File: config.mk
export PLATFORM = sky130hd
export DESIGN_NAME = fetch_pc_sequencer
export DESIGN_NICKNAME = d
export VERILOG_FILES = /design/src/rtl/fetch_pc_sequencer_pkg.sv /design/src/rtl/fetch_tag_fifo.sv /design/src/rtl/fetch_pc_sequencer.sv
export SDC_FILE = /design/constraint.sdc
export NUM_CORES = 1
export LEC_CHECK = 0
export ABC_AREA = 0
export BUFFER_PORTS_ARGS = -buffer_cell sky130_fd_sc_hd__buf_4
export CAP_MARGIN = 5
export CORE_MARGIN = 2
export CORE_UTILIZATION = 35
export DETAILED_ROUTE_END_ITERATION = 16
export GPL_TIMING_DRIVEN = 0
export SLEW_MARGIN = 10
export SYNTH_ARGS = -nofsm -noshare
export SYNTH_HDL_FRONTEND = slang
export SYNTH_SLANG_ARGS = --single-unit
File: constraint.sdc
create_clock -name clock -period 4.4 [get_ports clock]
set_input_delay 0.66 -clock clock [delete_from_list [all_inputs] [get_ports clock]]
set_output_delay 0.66 -clock clock [all_outputs]
set_load 0.1 [all_outputs]
File: src/rtl/fetch_pc_sequencer_pkg.sv
// Shared front-end package for the fetch PC sequencer.
// Holds the default geometry constants, the sequencer state enum, the
// in-flight fetch tag {pc, epoch} and the redirect-source priority encoder.
package fetch_pc_sequencer_pkg;

  localparam int FE_ADDR_W          = 64;
  localparam int FE_FETCH_BYTES     = 16;
  localparam int FE_MAX_OUTSTANDING = 2;
  // One extra bit over the in-flight depth so a stale tag never aliases.
  localparam int FE_EPOCH_W         = $clog2(FE_MAX_OUTSTANDING) + 1;
  localparam logic [FE_ADDR_W-1:0] FE_RESET_PC = 64'h8000_0000;

  typedef enum logic [1:0] {
    ST_BOOT  = 2'd0,
    ST_FETCH = 2'd1,
    ST_FULL  = 2'd2
  } fetch_state_e;

  typedef struct packed {
    logic [FE_ADDR_W-1:0]  pc;
    logic [FE_EPOCH_W-1:0] epoch;
  } fetch_tag_t;

  typedef enum logic [1:0] {
    REDIR_NONE     = 2'd0,
    REDIR_EXT      = 2'd1,
    REDIR_RESOLVE  = 2'd2,
    REDIR_PRESOLVE = 2'd3
  } redir_src_e;

  // Fixed priority: external > back-end mispredict > pre-decode taken.
  function automatic redir_src_e redir_pick(input logic ext, input logic res,
                                            input logic pre);
    if (ext)      return REDIR_EXT;
    else if (res) return REDIR_RESOLVE;
    else if (pre) return REDIR_PRESOLVE;
    return REDIR_NONE;
  endfunction

endpackage

File: src/rtl/fetch_tag_fifo.sv
// In-order tag FIFO for accepted-but-unanswered icache requests.
// Ports: clock, reset (async active-low), push/push_data, pop,
//        head (combinational view of the oldest entry), count (occupancy).
// A pop against an empty FIFO is ignored; the caller never pushes when full.
module fetch_tag_fifo
  import fetch_pc_sequencer_pkg::*;
#(
  parameter int  DEPTH = FE_MAX_OUTSTANDING,
  parameter type T     = fetch_tag_t
) (
  input  logic                   clock,
  input  logic                   reset,
  input  logic                   push,
  input  T                       push_data,
  input  logic                   pop,
  output T                       head,
  output logic [$clog2(DEPTH):0] count
);

  localparam int PTR_W = (DEPTH > 1) ? $clog2(DEPTH) : 1;
  localparam int CNT_W = $clog2(DEPTH) + 1;

  T                 mem [DEPTH];
  logic [PTR_W-1:0] wr_ptr;
  logic [PTR_W-1:0] rd_ptr;
  logic             do_pop;

  function automatic logic [PTR_W-1:0] ptr_inc(input logic [PTR_W-1:0] p);
    return (p == PTR_W'(DEPTH - 1)) ? '0 : p + PTR_W'(1);
  endfunction

  assign do_pop = pop & (count != '0);
  assign head   = mem[rd_ptr];

  always_ff @(posedge clock or negedge reset) begin
    if (!reset) begin
      wr_ptr <= '0;
      rd_ptr <= '0;
      count  <= '0;
      for (int i = 0; i < DEPTH; i++) mem[i] <= '0;
    end else begin
      if (push) begin
        mem[wr_ptr] <= push_data;
        wr_ptr      <= ptr_inc(wr_ptr);
      end
      if (do_pop) rd_ptr <= ptr_inc(rd_ptr);
      case ({push, do_pop})
        2'b10:   count <= count + CNT_W'(1);
        2'b01:   count <= count - CNT_W'(1);
        default: count <= count;
      endcase
    end
  end

endmodule

File: src/rtl/fetch_pc_sequencer.sv
// Fetch PC sequencer: produces the line-aligned fetch address stream for the
// 3-stage front end, arbitrates redirects, and epoch-tags in-flight icache
// requests so responses made stale by a redirect are dropped.
// Ports:
//   clock, reset (async active-low)
//   io_i_pc_redirect_*        external redirect (highest priority)
//   io_i_branch_resolve_*     back-end resolve; redirects on mispred
//   io_i_branch_presolve_*    pre-decode prediction; redirects on taken
//   io_i_fetch_hold           downstream hold, suppresses new requests
//   io_o_icache_addr_valid/io_o_icache_addr/io_i_icache_addr_ready  request
//   io_i_icache_data_valid    in-order icache response strobe
//   io_o_resp_valid/io_o_resp_pc  response is live-epoch, with its aligned PC
//   io_o_outstanding          in-flight request count
// Optional: define FETCH_SEQ_PERF_EN to add saturating 32-bit counters
//   io_o_perf_redirects (winning redirects) and io_o_perf_dropped (stale drops).
module fetch_pc_sequencer
  import fetch_pc_sequencer_pkg::*;
#(
  parameter int                ADDR_W          = FE_ADDR_W,
  parameter int                FETCH_BYTES     = FE_FETCH_BYTES,
  parameter int                MAX_OUTSTANDING = FE_MAX_OUTSTANDING,
  parameter logic [ADDR_W-1:0] RESET_PC        = ADDR_W'(FE_RESET_PC)
) (
  input  logic                             clock,
  input  logic                             reset,
  input  logic                             io_i_pc_redirect_valid,
  input  logic [ADDR_W-1:0]                io_i_pc_redirect_target,
  input  logic                             io_i_branch_resolve_valid,
  input  logic                             io_i_branch_resolve_mispred,
  input  logic [ADDR_W-1:0]                io_i_branch_resolve_target,
  input  logic                             io_i_branch_presolve_valid,
  input  logic                             io_i_branch_presolve_taken,
  input  logic [ADDR_W-1:0]                io_i_branch_presolve_target,
  input  logic                             io_i_fetch_hold,
  output logic                             io_o_icache_addr_valid,
  output logic [ADDR_W-1:0]                io_o_icache_addr,
  input  logic                             io_i_icache_addr_ready,
  input  logic                             io_i_icache_data_valid,
  output logic                             io_o_resp_valid,
  output logic [ADDR_W-1:0]                io_o_resp_pc,
  output logic [$clog2(MAX_OUTSTANDING):0] io_o_outstanding
`ifdef FETCH_SEQ_PERF_EN
  ,
  output logic [31:0]                      io_o_perf_redirects,
  output logic [31:0]                      io_o_perf_dropped
`endif
);

  localparam int CNT_W   = $clog2(MAX_OUTSTANDING) + 1;
  localparam int EPOCH_W = CNT_W;
  localparam logic [ADDR_W-1:0] OFF_MASK = ADDR_W'(FETCH_BYTES - 1);

  // Local tag layout follows this instance's parameters.
  typedef struct packed {
    logic [ADDR_W-1:0]  pc;
    logic [EPOCH_W-1:0] epoch;
  } tag_t;

  fetch_state_e       state;
  logic [ADDR_W-1:0]  pc;
  logic [EPOCH_W-1:0] epoch;
  logic [CNT_W-1:0]   count;
  tag_t               head;
  tag_t               push_tag;
  redir_src_e         redir_src;
  logic               redir;
  logic [ADDR_W-1:0]  redir_tgt;
  logic               accept;
  logic               pop;
  logic               resp_live;

  always_comb begin
    redir_src = redir_pick(io_i_pc_redirect_valid,
                           io_i_branch_resolve_valid & io_i_branch_resolve_mispred,
                           io_i_branch_presolve_valid & io_i_branch_presolve_taken);
  end

  always_comb begin
    redir_tgt = '0;
    case (redir_src)
      REDIR_EXT:      redir_tgt = io_i_pc_redirect_target;
      REDIR_RESOLVE:  redir_tgt = io_i_branch_resolve_target;
      REDIR_PRESOLVE: redir_tgt = io_i_branch_presolve_target;
      default:        redir_tgt = '0;
    endcase
  end

  assign redir  = (redir_src != REDIR_NONE);

  assign io_o_icache_addr_valid = (state == ST_FETCH) & ~io_i_fetch_hold &
                                  (count < CNT_W'(MAX_OUTSTANDING));
  // Address reads 0 while booting so every output is quiet out of reset.
  assign io_o_icache_addr = (state == ST_BOOT) ? '0 : pc;

  assign accept = io_o_icache_addr_valid & io_i_icache_addr_ready;
  // A strobe with nothing in flight is spurious and must not pop.
  assign pop    = io_i_icache_data_valid & (count != '0);

  // Accepted request carries the pre-redirect epoch, so a same-cycle
  // redirect automatically marks it stale.
  assign push_tag = '{pc: pc, epoch: epoch};

  assign resp_live        = pop & (head.epoch == epoch) & ~redir;
  assign io_o_resp_valid  = resp_live;
  assign io_o_resp_pc     = head.pc;
  assign io_o_outstanding = count;

  fetch_tag_fifo #(
    .DEPTH (MAX_OUTSTANDING),
    .T     (tag_t)
  ) u_tag_fifo (
    .clock     (clock),
    .reset     (reset),
    .push      (accept),
    .push_data (push_tag),
    .pop       (pop),
    .head      (head),
    .count     (count)
  );

  always_ff @(posedge clock or negedge reset) begin
    if (!reset) begin
      state <= ST_BOOT;
      pc    <= RESET_PC & ~OFF_MASK;
      epoch <= '0;
    end else begin
      if (redir) begin
        pc    <= redir_tgt & ~OFF_MASK;
        epoch <= epoch + EPOCH_W'(1);
      end else if (accept) begin
        pc <= pc + ADDR_W'(FETCH_BYTES);
      end

      case (state)
        ST_BOOT:  state <= ST_FETCH;
        ST_FETCH: if (accept && !pop && count == CNT_W'(MAX_OUTSTANDING - 1))
                    state <= ST_FULL;
        // Redirects while FULL only move pc/epoch; leave on returned credit.
        ST_FULL:  if (pop && !accept) state <= ST_FETCH;
        default:  state <= ST_BOOT;
      endcase
    end
  end

`ifdef FETCH_SEQ_PERF_EN
  logic stale_drop;
  assign stale_drop = pop & ~resp_live;

  always_ff @(posedge clock or negedge reset) begin
    if (!reset) begin
      io_o_perf_redirects <= '0;
      io_o_perf_dropped   <= '0;
    end else begin
      if (redir && io_o_perf_redirects != '1)
        io_o_perf_redirects <= io_o_perf_redirects + 32'd1;
      if (stale_drop && io_o_perf_dropped != '1)
        io_o_perf_dropped <= io_o_perf_dropped + 32'd1;
    end
  end
`endif

endmodule

==> results of run 1 <==
## metrics by stage
stage,setup WS (ns),cells,cell area (µm²),total power [mW]
2_1_floorplan,0.196,1161,11300,9.13
3_3_place_gp,0.478,1875,14200,10.8
3_5_place_dp,0.480,1877,14200,10.9
4_1_cts,0.479,1909,14800,12.5
5_1_grt,0.386,1909,14800,13.0
6_report,0.427,1909,14800,12.5
## final timing paths
path	start	end	slack, ns
setup / recovery	io_i_pc_redirect_valid	io_o_resp_valid	0.43
hold / removal	reset	u_tag_fifo.mem[72]	0.10
setup reg to reg	state[1]	u_tag_fifo.count[1]	1.04
hold reg to reg	u_tag_fifo.mem[79]	u_tag_fifo.mem[79]	0.49
max in group asynchronous	reset	u_tag_fifo.mem[44]	3.51
min in group clock	io_i_pc_redirect_target[63]	pc[63]	0.47
## final cells by class
type | count | area (µm²)
Clock inverter | 15 | 185
Timing Repair Buffer | 314 | 2400
Buffer | 111 | 473
Fill cell | 3069 | 16800
Tap cell | 402 | 503
Clock buffer | 17 | 425
Multi-Input combinational cell | 843 | 6000
Sequential cell | 192 | 4810
Inverter | 15 | 56.3
## logic make-up after synthesis
family | after synthesis
AOI/OAI and AO/OA | 203
xor gates and xnor gates | 22
buffers and inverters | 126
other | 1
muxes | 174
adders and majority gates | 4
DFF | 192
and+or+nand+nor | 432
## metal layers
metal | global-route usage | up-vias | routed length [µm]
met3 | 0.0458 | 60 | 3230
met1 | 0.368 | 5382 | 19800
met5 | 0 | - | 0
met4 | 0.0826 | 0 | 1190
met2 | 0.434 | 514 | 21400
li1 | - | 4899 | -
## flip-flops by register name, summed over array words and instances (netlist names)
signal             count
u_tag_fifo.mem       124
epoch                  2
state                  2
u_tag_fifo.rd_ptr      1
u_tag_fifo.wr_ptr      1
pc                    60
u_tag_fifo.count       2
## critical path, cell delays in order
cell	delay [ns]
clkbuf_1	0.30
clkinv_1	0.51
nand3_1	0.31
clkbuf_1	0.53
clkbuf_1	0.63
nor4_2	0.10
buf_4	0.26
## power breakdown
group          total, mW  leakage, nW  switching, mW  internal [mW]
registers           2.88         2.20          0.424           2.45
clock network       1.63        0.297          0.850          0.778
logic               8.02         3.93           5.96           2.06
## cell usage in the layout (no fill, tap or decap), types with 6 or more instances in the layout
cell,synthesis,final
buf_4,8,319
dfrtp_1,191,191
mux2_2,170,170
nand2_1,116,116
clkbuf_1,73,73
nor2_1,63,63
nor2b_1,52,52
nand4_1,40,40
nand3_1,39,39
o21ai_0,36,36
nor3_1,34,34
a21oi_1,26,26
o22ai_1,21,21
o211ai_1,20,20
or4_1,17,17
clkbuf_16,0,17
buf_2,14,14
buf_1,14,14
o221ai_1,14,14
inv_1,13,13
o31ai_1,13,13
nor4_1,13,12
and3_1,12,12
xor2_1,12,12
a221oi_1,12,12
and2_1,11,11
xnor2_1,10,10
conb_1,1,8
a21o_1,7,7
or3_1,6,6
a22o_1,6,6
a211o_1,6,6
==> out/results.ini, run 1 <==
[floorplan]
core_area_um2=31600
die_h_um=184
io_pins=334
fp.dieW_um=184
dieArea_um2=33700
rows=65
start_util=0.357

[synthesis]
synthFlopType=dfrtp_1
synthMuxAreaShare=0.173
synthDistinctLibCells=69
synth_cells=1154
synth_common_cells=191 x dfrtp_1, 170 x mux2_2, 116 x nand2_1
synth_top_family_by_area=simple AND/OR/NAND/NOR gates
synth_xor_area_frac=0.0171
seq_area_frac_synth=0.425
avgSynthCellArea_um2=9.79
synth_area_um2=11300
synth-edff-count=0
synth_compound_area_frac=0.128
ys_seq_elements=192
synth.most_common_cell=dfrtp_1
synth_async_sr_flop_share=1.00
yosys.area_share.simple=0.205
yosys.area_share.adder=0.00443
synth_top_cell_by_area=dfrtp_1
ys_top_cells_by_area=dfrtp_1 42%, mux2_2 17%, nand2_1 3.9%
yosysTopAreaCellShare=0.423
synth_warnings=0

[sta]
maxSlewHeadroom=0.178
skew_ns=0.0190
fin_crit_ns=3.97
fmax_mhz=252
setup_viol=0
worst_pin_slew_ns=1.23
fin_crit_sh=0.903
holdWs_ns=0.101
slew_violations=0
rsz0062_at_grt=no
hold_viol=0
tns_ns=0

[pwr]
power.density_nw_per_um2=843
peakVddDrop_mv=0.708
p_leak_nw=6.43

[global_route]
grt_pass1_wl_um=66900
grt_max_degree=78
track_usage=0.268
antenna_found_initial=0
grt_pass1_vias=10600
overflow=0

[critical_path]
setup.worst_path.end_class=output port
rr_worst_depth=9
start_kind=input pin
crit_fanout=10
crit_required_ns=3.74
critPathKind=in -> out
worstPathArrival_ns=3.31

[clock_network]
cts_max_level=4
cts_resized=0
cts_tree=built
clockBufferDepth=2
clkTransAtPathRegs_ns=0.09
cts_buffers=17
post-cts-setup-buffers=0
cts_sinks=192
cts_hold_buf=0
clk-insertion-delay-late_ns=0.46
clockRootBuffer=clkbuf_16

[drt]
routed_wl_um=45600
dr.first_iter.drc_count=1075
dr.pass1.iters=5
drtAntennaViolNets=0
routed-via-count=10900
vias_per_cell=5.69
route.detailed.drc=0
wire_per_inst_um=23.9

[placed_design]
place_congestion=0.900
portBuffers=312
hpwlAfterDp_um=34200

[layout]
layout.nets=1700
final_util=0.469
insertedDiodeCount=0
syn2layout_area_growth_pct=31.4
drive_above_1_share=0.371

[job]
cap_violations=0

[run_status]
status=completed

[min_path]
hp-class=in -> async

(Power assumes the default switching activity.)
==> run 2, diff against run 1 <==
--- a/config.mk
+++ b/config.mk
@@ -7,8 +7,7 @@
 export LEC_CHECK = 0
 export ABC_AREA = 0
 export BUFFER_PORTS_ARGS = -buffer_cell sky130_fd_sc_hd__buf_4
-export CAP_MARGIN = 5
-export CORE_MARGIN = 2
+export CAP_MARGIN = 20
 export CORE_UTILIZATION = 35
 export DETAILED_ROUTE_END_ITERATION = 16
 export GPL_TIMING_DRIVEN = 0
==> run 2 against run 1 <==
Sequential power about the same. Critical path depth stayed put. Hold slack better by 0.11 ns. Power shrank 0.35%. Clock skew fell by 0.0038 ns. Setup slack got worse by 0.14 ns. Die area down 2.2%. First-iteration DRC count is 24% lower. Largest power group unchanged.
==> out/results.ini, run 2 (same netlist as run 1, synthesis figures left out) <==
[layout]
postLayoutCellArea_um2=14800
layout.nets=1700
largest-register=u_tag_fifo.mem
fillers=3081
largest_reg_flops=124
layout_common_cells=319 x buf_4, 191 x dfrtp_1, 170 x mux2_2
syn2layout_area_growth_pct=31.3
drive_above_1_share=0.371
final_common_cell=buf_4
top_regs=u_tag_fifo.mem: 124 flops, pc: 60 flops

[pwr]
power.density_nw_per_um2=841
power.total_mw=12.5
peakVddDrop_mv=0.604
p_leak_nw=6.42

[global_route]
grt_pass1_vias=10500
grt_max_degree=101
overflow=0
track_usage=0.271
antenna_found_initial=1
grt_pass1_wl_um=66400

[sta]
worst_slack_ns=0.289
fin_crit_sh=0.934
worst_pin_slew_ns=1.06
slew_violations=0
fmax_mhz=243
setup_viol=0
fin_crit_ns=4.11
tns_ns=0
maxSlewHeadroom=0.283
skew_ns=0.0152
hold_viol=0
holdWs_ns=0.207
rsz0062_at_grt=no

[job]
cap_violations=0

[min_path]
hp-class=in -> async

[critical_path]
crit_required_ns=3.74
critPathKind=in -> out
crit_fanout=10
worstPathArrival_ns=3.45
start_kind=input pin
setup.worst_path.end_class=output port

[drt]
drtAntennaViolNets=0
routed_wl_um=45100
routed-via-count=10900
route.detailed.drc=0
wire_per_inst_um=23.6
dr.first_iter.drc_count=815
vias_per_cell=5.69
dr.pass1.iters=5

[clock_network]
clockBufferDepth=2
cts_max_level=4
post-cts-setup-buffers=0
cts_sinks=192
clockRootBuffer=clkbuf_16
cts_tree=built
clk-insertion-delay-late_ns=0.45
cts_hold_buf=0
cts_buffers=17
clkTransAtPathRegs_ns=0.09
cts_resized=0

[floorplan]
core_area_um2=31600
start_util=0.357
io_pins=334
dieArea_um2=33000
die_h_um=182
rows=65
fp.dieW_um=182

[placed_design]
dpl_cell_area_um2=14200
pre_cts_slack_ns=0.397
portBuffers=312
place_congestion=0.931
hpwlAfterDp_um=33700

[run_status]
status=completed

-- run 2: per-stage QoR --
stage / util / cells
finish: 0.469 / 1910
global route: 0.469 / 1910
CTS: 0.469 / 1909
floorplan: - / 1161
global placement: 0.448 / 1875
detailed placement: 0.450 / 1877
-- run 2: cell type report --
| class | instances | area (µm²) | area share |
|---|---|---|---|
| well taps | 402 | 503 | 0.0339 |
| flip-flops and latches | 192 | 4810 | 0.324 |
| repair buffers | 314 | 2390 | 0.161 |
| multi-input cells | 843 | 6000 | 0.404 |
| clock buffers | 18 | 439 | 0.0296 |
| diodes | 1 | 2.50 | 0.000169 |
| plain buffers | 111 | 473 | 0.0319 |
| clock inverters | 14 | 166 | 0.0112 |
| inverters | 15 | 56.3 | 0.00380 |
-- run 2: path summary, 6_finish.rpt --
| kind | end | slack, ns | start | cells after the start |
|---|---|---|---|---|
| max in group asynchronous | pc[41] | 3.20 | reset | 2 |
| max | io_o_resp_valid | 0.29 | io_i_pc_redirect_valid | 7 |
| min reg2reg | u_tag_fifo.mem[113] | 0.48 | u_tag_fifo.mem[113] | 2 |
| max reg2reg | u_tag_fifo.count[1] | 1.09 | state[1] | 9 |
| min | u_tag_fifo.mem[72] | 0.21 | reset | 1 |
| min in group clock | u_tag_fifo.mem[113] | 0.48 | u_tag_fifo.mem[113] | 2 |
-- run 2: critical path, cell delays in order --
cell and delay (ns):
clkbuf_1 0.30, clkinv_1 0.50, nand3_1 0.33, clkbuf_1 0.62, clkbuf_1 0.67, nor4_2 0.10, buf_4 0.26
-- run 2: routing by layer --
layer	track usage	share of wire
met2	0.446	0.47
met3	0.0433	0.063
met1	0.361	0.43
met4	0.0966	0.031
met5	0	0
-- run 2: where the power goes --
group	internal [mW]	switching, mW	leakage (nW)
combinational	2.06	5.94	3.93
clock	0.783	0.818	0.291
sequential	2.45	0.422	2.20
==> run 3, diff against run 2 <==
--- a/config.mk
+++ b/config.mk
@@ -9,6 +9,8 @@
 export BUFFER_PORTS_ARGS = -buffer_cell sky130_fd_sc_hd__buf_4
 export CAP_MARGIN = 20
 export CORE_UTILIZATION = 35
+export CTS_BUF_LIST = sky130_fd_sc_hd__clkbuf_16
+export CTS_CLUSTER_DIAMETER = 200
 export DETAILED_ROUTE_END_ITERATION = 16
 export GPL_TIMING_DRIVEN = 0
 export SLEW_MARGIN = 10
==> constraint.sdc (replaced) <==
create_clock -name clock -period 4.4 [get_ports clock]
set_input_delay 0.88 -clock clock [delete_from_list [all_inputs] [get_ports clock]]
set_output_delay 0.88 -clock clock [all_outputs]
set_load 0.1 [all_outputs]
==> run 3 against run 2 <==
Global-route usage is essentially flat. Largest cell class unchanged. Power shrank 0.18%. Flip-flop and latch count is the same. Utilization is essentially flat. Largest power group unchanged. Count of clock-buffer cells in the layout shrank 1.
==> out/results.ini, run 3 (same netlist as run 1, synthesis figures left out) <==
[run_status]
status=completed

[critical_path]
critPathKind=in -> out
setup.worst_path.end_class=output port
path_common_cell=clkbuf_1
crit_required_ns=3.52
crit_fanout=10
slowest_delay_ns=0.60
worstPathArrival_ns=3.41
cp_cell_sequence=clkbuf_1 > clkinv_1 > nand3_1 > clkbuf_1 > clkbuf_2 > nor4_2 > buf_4
start_kind=input pin
cp_slowest_cell=clkbuf_1

[global_route]
grt_max_degree=101
grt_pass1_wl_um=66300
antenna_found_initial=1
overflow=0
grt_pass1_vias=10500
track_usage=0.271

[sta]
skew_ns=0.0173
rsz0062_at_grt=no
fmax_mhz=233
setup_viol=0
fin_crit_ns=4.29
slew_violations=0
hold_viol=0
fin_crit_sh=0.975
holdWs_ns=0.413
tns_ns=0
worst_pin_slew_ns=1.09
worst_slack_ns=0.109
maxSlewHeadroom=0.266

[drt]
vias_per_cell=5.68
route.detailed.drc=0
dr.first_iter.drc_count=826
routed_wl_um=45000
dr.pass1.iters=7
routed-via-count=10900
drtAntennaViolNets=0
wire_per_inst_um=23.6

[layout]
syn2layout_area_growth_pct=31.2
final_util=0.468
final_common_cell=buf_4
largest-register=u_tag_fifo.mem
postLayoutCellArea_um2=14800
layout_common_cells=319 x buf_4, 191 x dfrtp_1, 170 x mux2_2
drive_above_1_share=0.371
final_cells=1910
top_regs=u_tag_fifo.mem: 124 flops, pc: 60 flops
largest_reg_flops=124
layout.nets=1700

[pwr]
p_leak_nw=6.41
peakVddDrop_mv=0.604
power.total_mw=12.5
power.density_nw_per_um2=840

[placed_design]
dpl_cell_area_um2=14200
place_inst=1877
place_congestion=0.931
portBuffers=312
hpwlAfterDp_um=33700
pre_cts_slack_ns=-0.0428

[clock_network]
cts_max_level=4
cts_hold_buf=0
clkTransAtPathRegs_ns=0.09
clockRootBuffer=clkbuf_16
cts_resized=1
cts_sinks=192
post-cts-setup-buffers=0
clockBufferDepth=2
cts_tree=built
clk-insertion-delay-late_ns=0.45
cts_buffers=17

[floorplan]
fp.dieW_um=182
start_util=0.357
die_h_um=182
rows=65
io_pins=334
core_area_um2=31600
dieArea_um2=33000

[job]
cap_violations=0

[min_path]
hp-class=in -> async

-- run 3: changes by cell type in the layout (fill, tap and decap cells not counted), sizes merged --
cell,before,now
clkbuf,92,91
clkinv,8,9
-- run 3: power by group --
group / switching (mW) / leakage, nW / internal (mW)
clock network: 0.815 / 0.286 / 0.765
logic: 5.94 / 3.93 / 2.06
registers: 0.421 / 2.20 / 2.45
-- run 3: layout make-up --
| cell class | count | area, µm² |
|---|---|---|
| sequential | 192 | 4810 |
| buffer | 111 | 474 |
| tap | 402 | 503 |
| clock inverter | 15 | 170 |
| antenna | 1 | 2.50 |
| inverter | 15 | 56.3 |
| clock buffer | 17 | 425 |
| timing repair buffer | 314 | 2390 |
| fill | 3081 | 16800 |
| multi-input combinational | 843 | 6000 |
-- run 3: critical path, delay by kind of cell --
kind          cells  cell delay [ns]
buf+inv           5             2.10
simple gates      2             0.42
-- run 3: final timing paths --
check,start,to,slack (ns),cells past startpoint
max in group asynchronous,reset,pc[41],2.99,2
min in group clock,u_tag_fifo.mem[79],u_tag_fifo.mem[79],0.48,2
worst max register to register,state[1],u_tag_fifo.count[1],1.06,9
worst min-delay path,reset,u_tag_fifo.mem[72],0.41,1
worst min register to register,u_tag_fifo.mem[79],u_tag_fifo.mem[79],0.48,2
worst max-delay path,io_i_pc_redirect_valid,io_o_resp_valid,0.11,7
-- run 3: layer usage --
layer,share of wire,up-vias,track usage
met5,0,-,0
met4,0.030,0,0.0976
met3,0.058,63,0.0433
met2,0.48,448,0.445
met1,0.44,5424,0.361
li1,-,4918,-
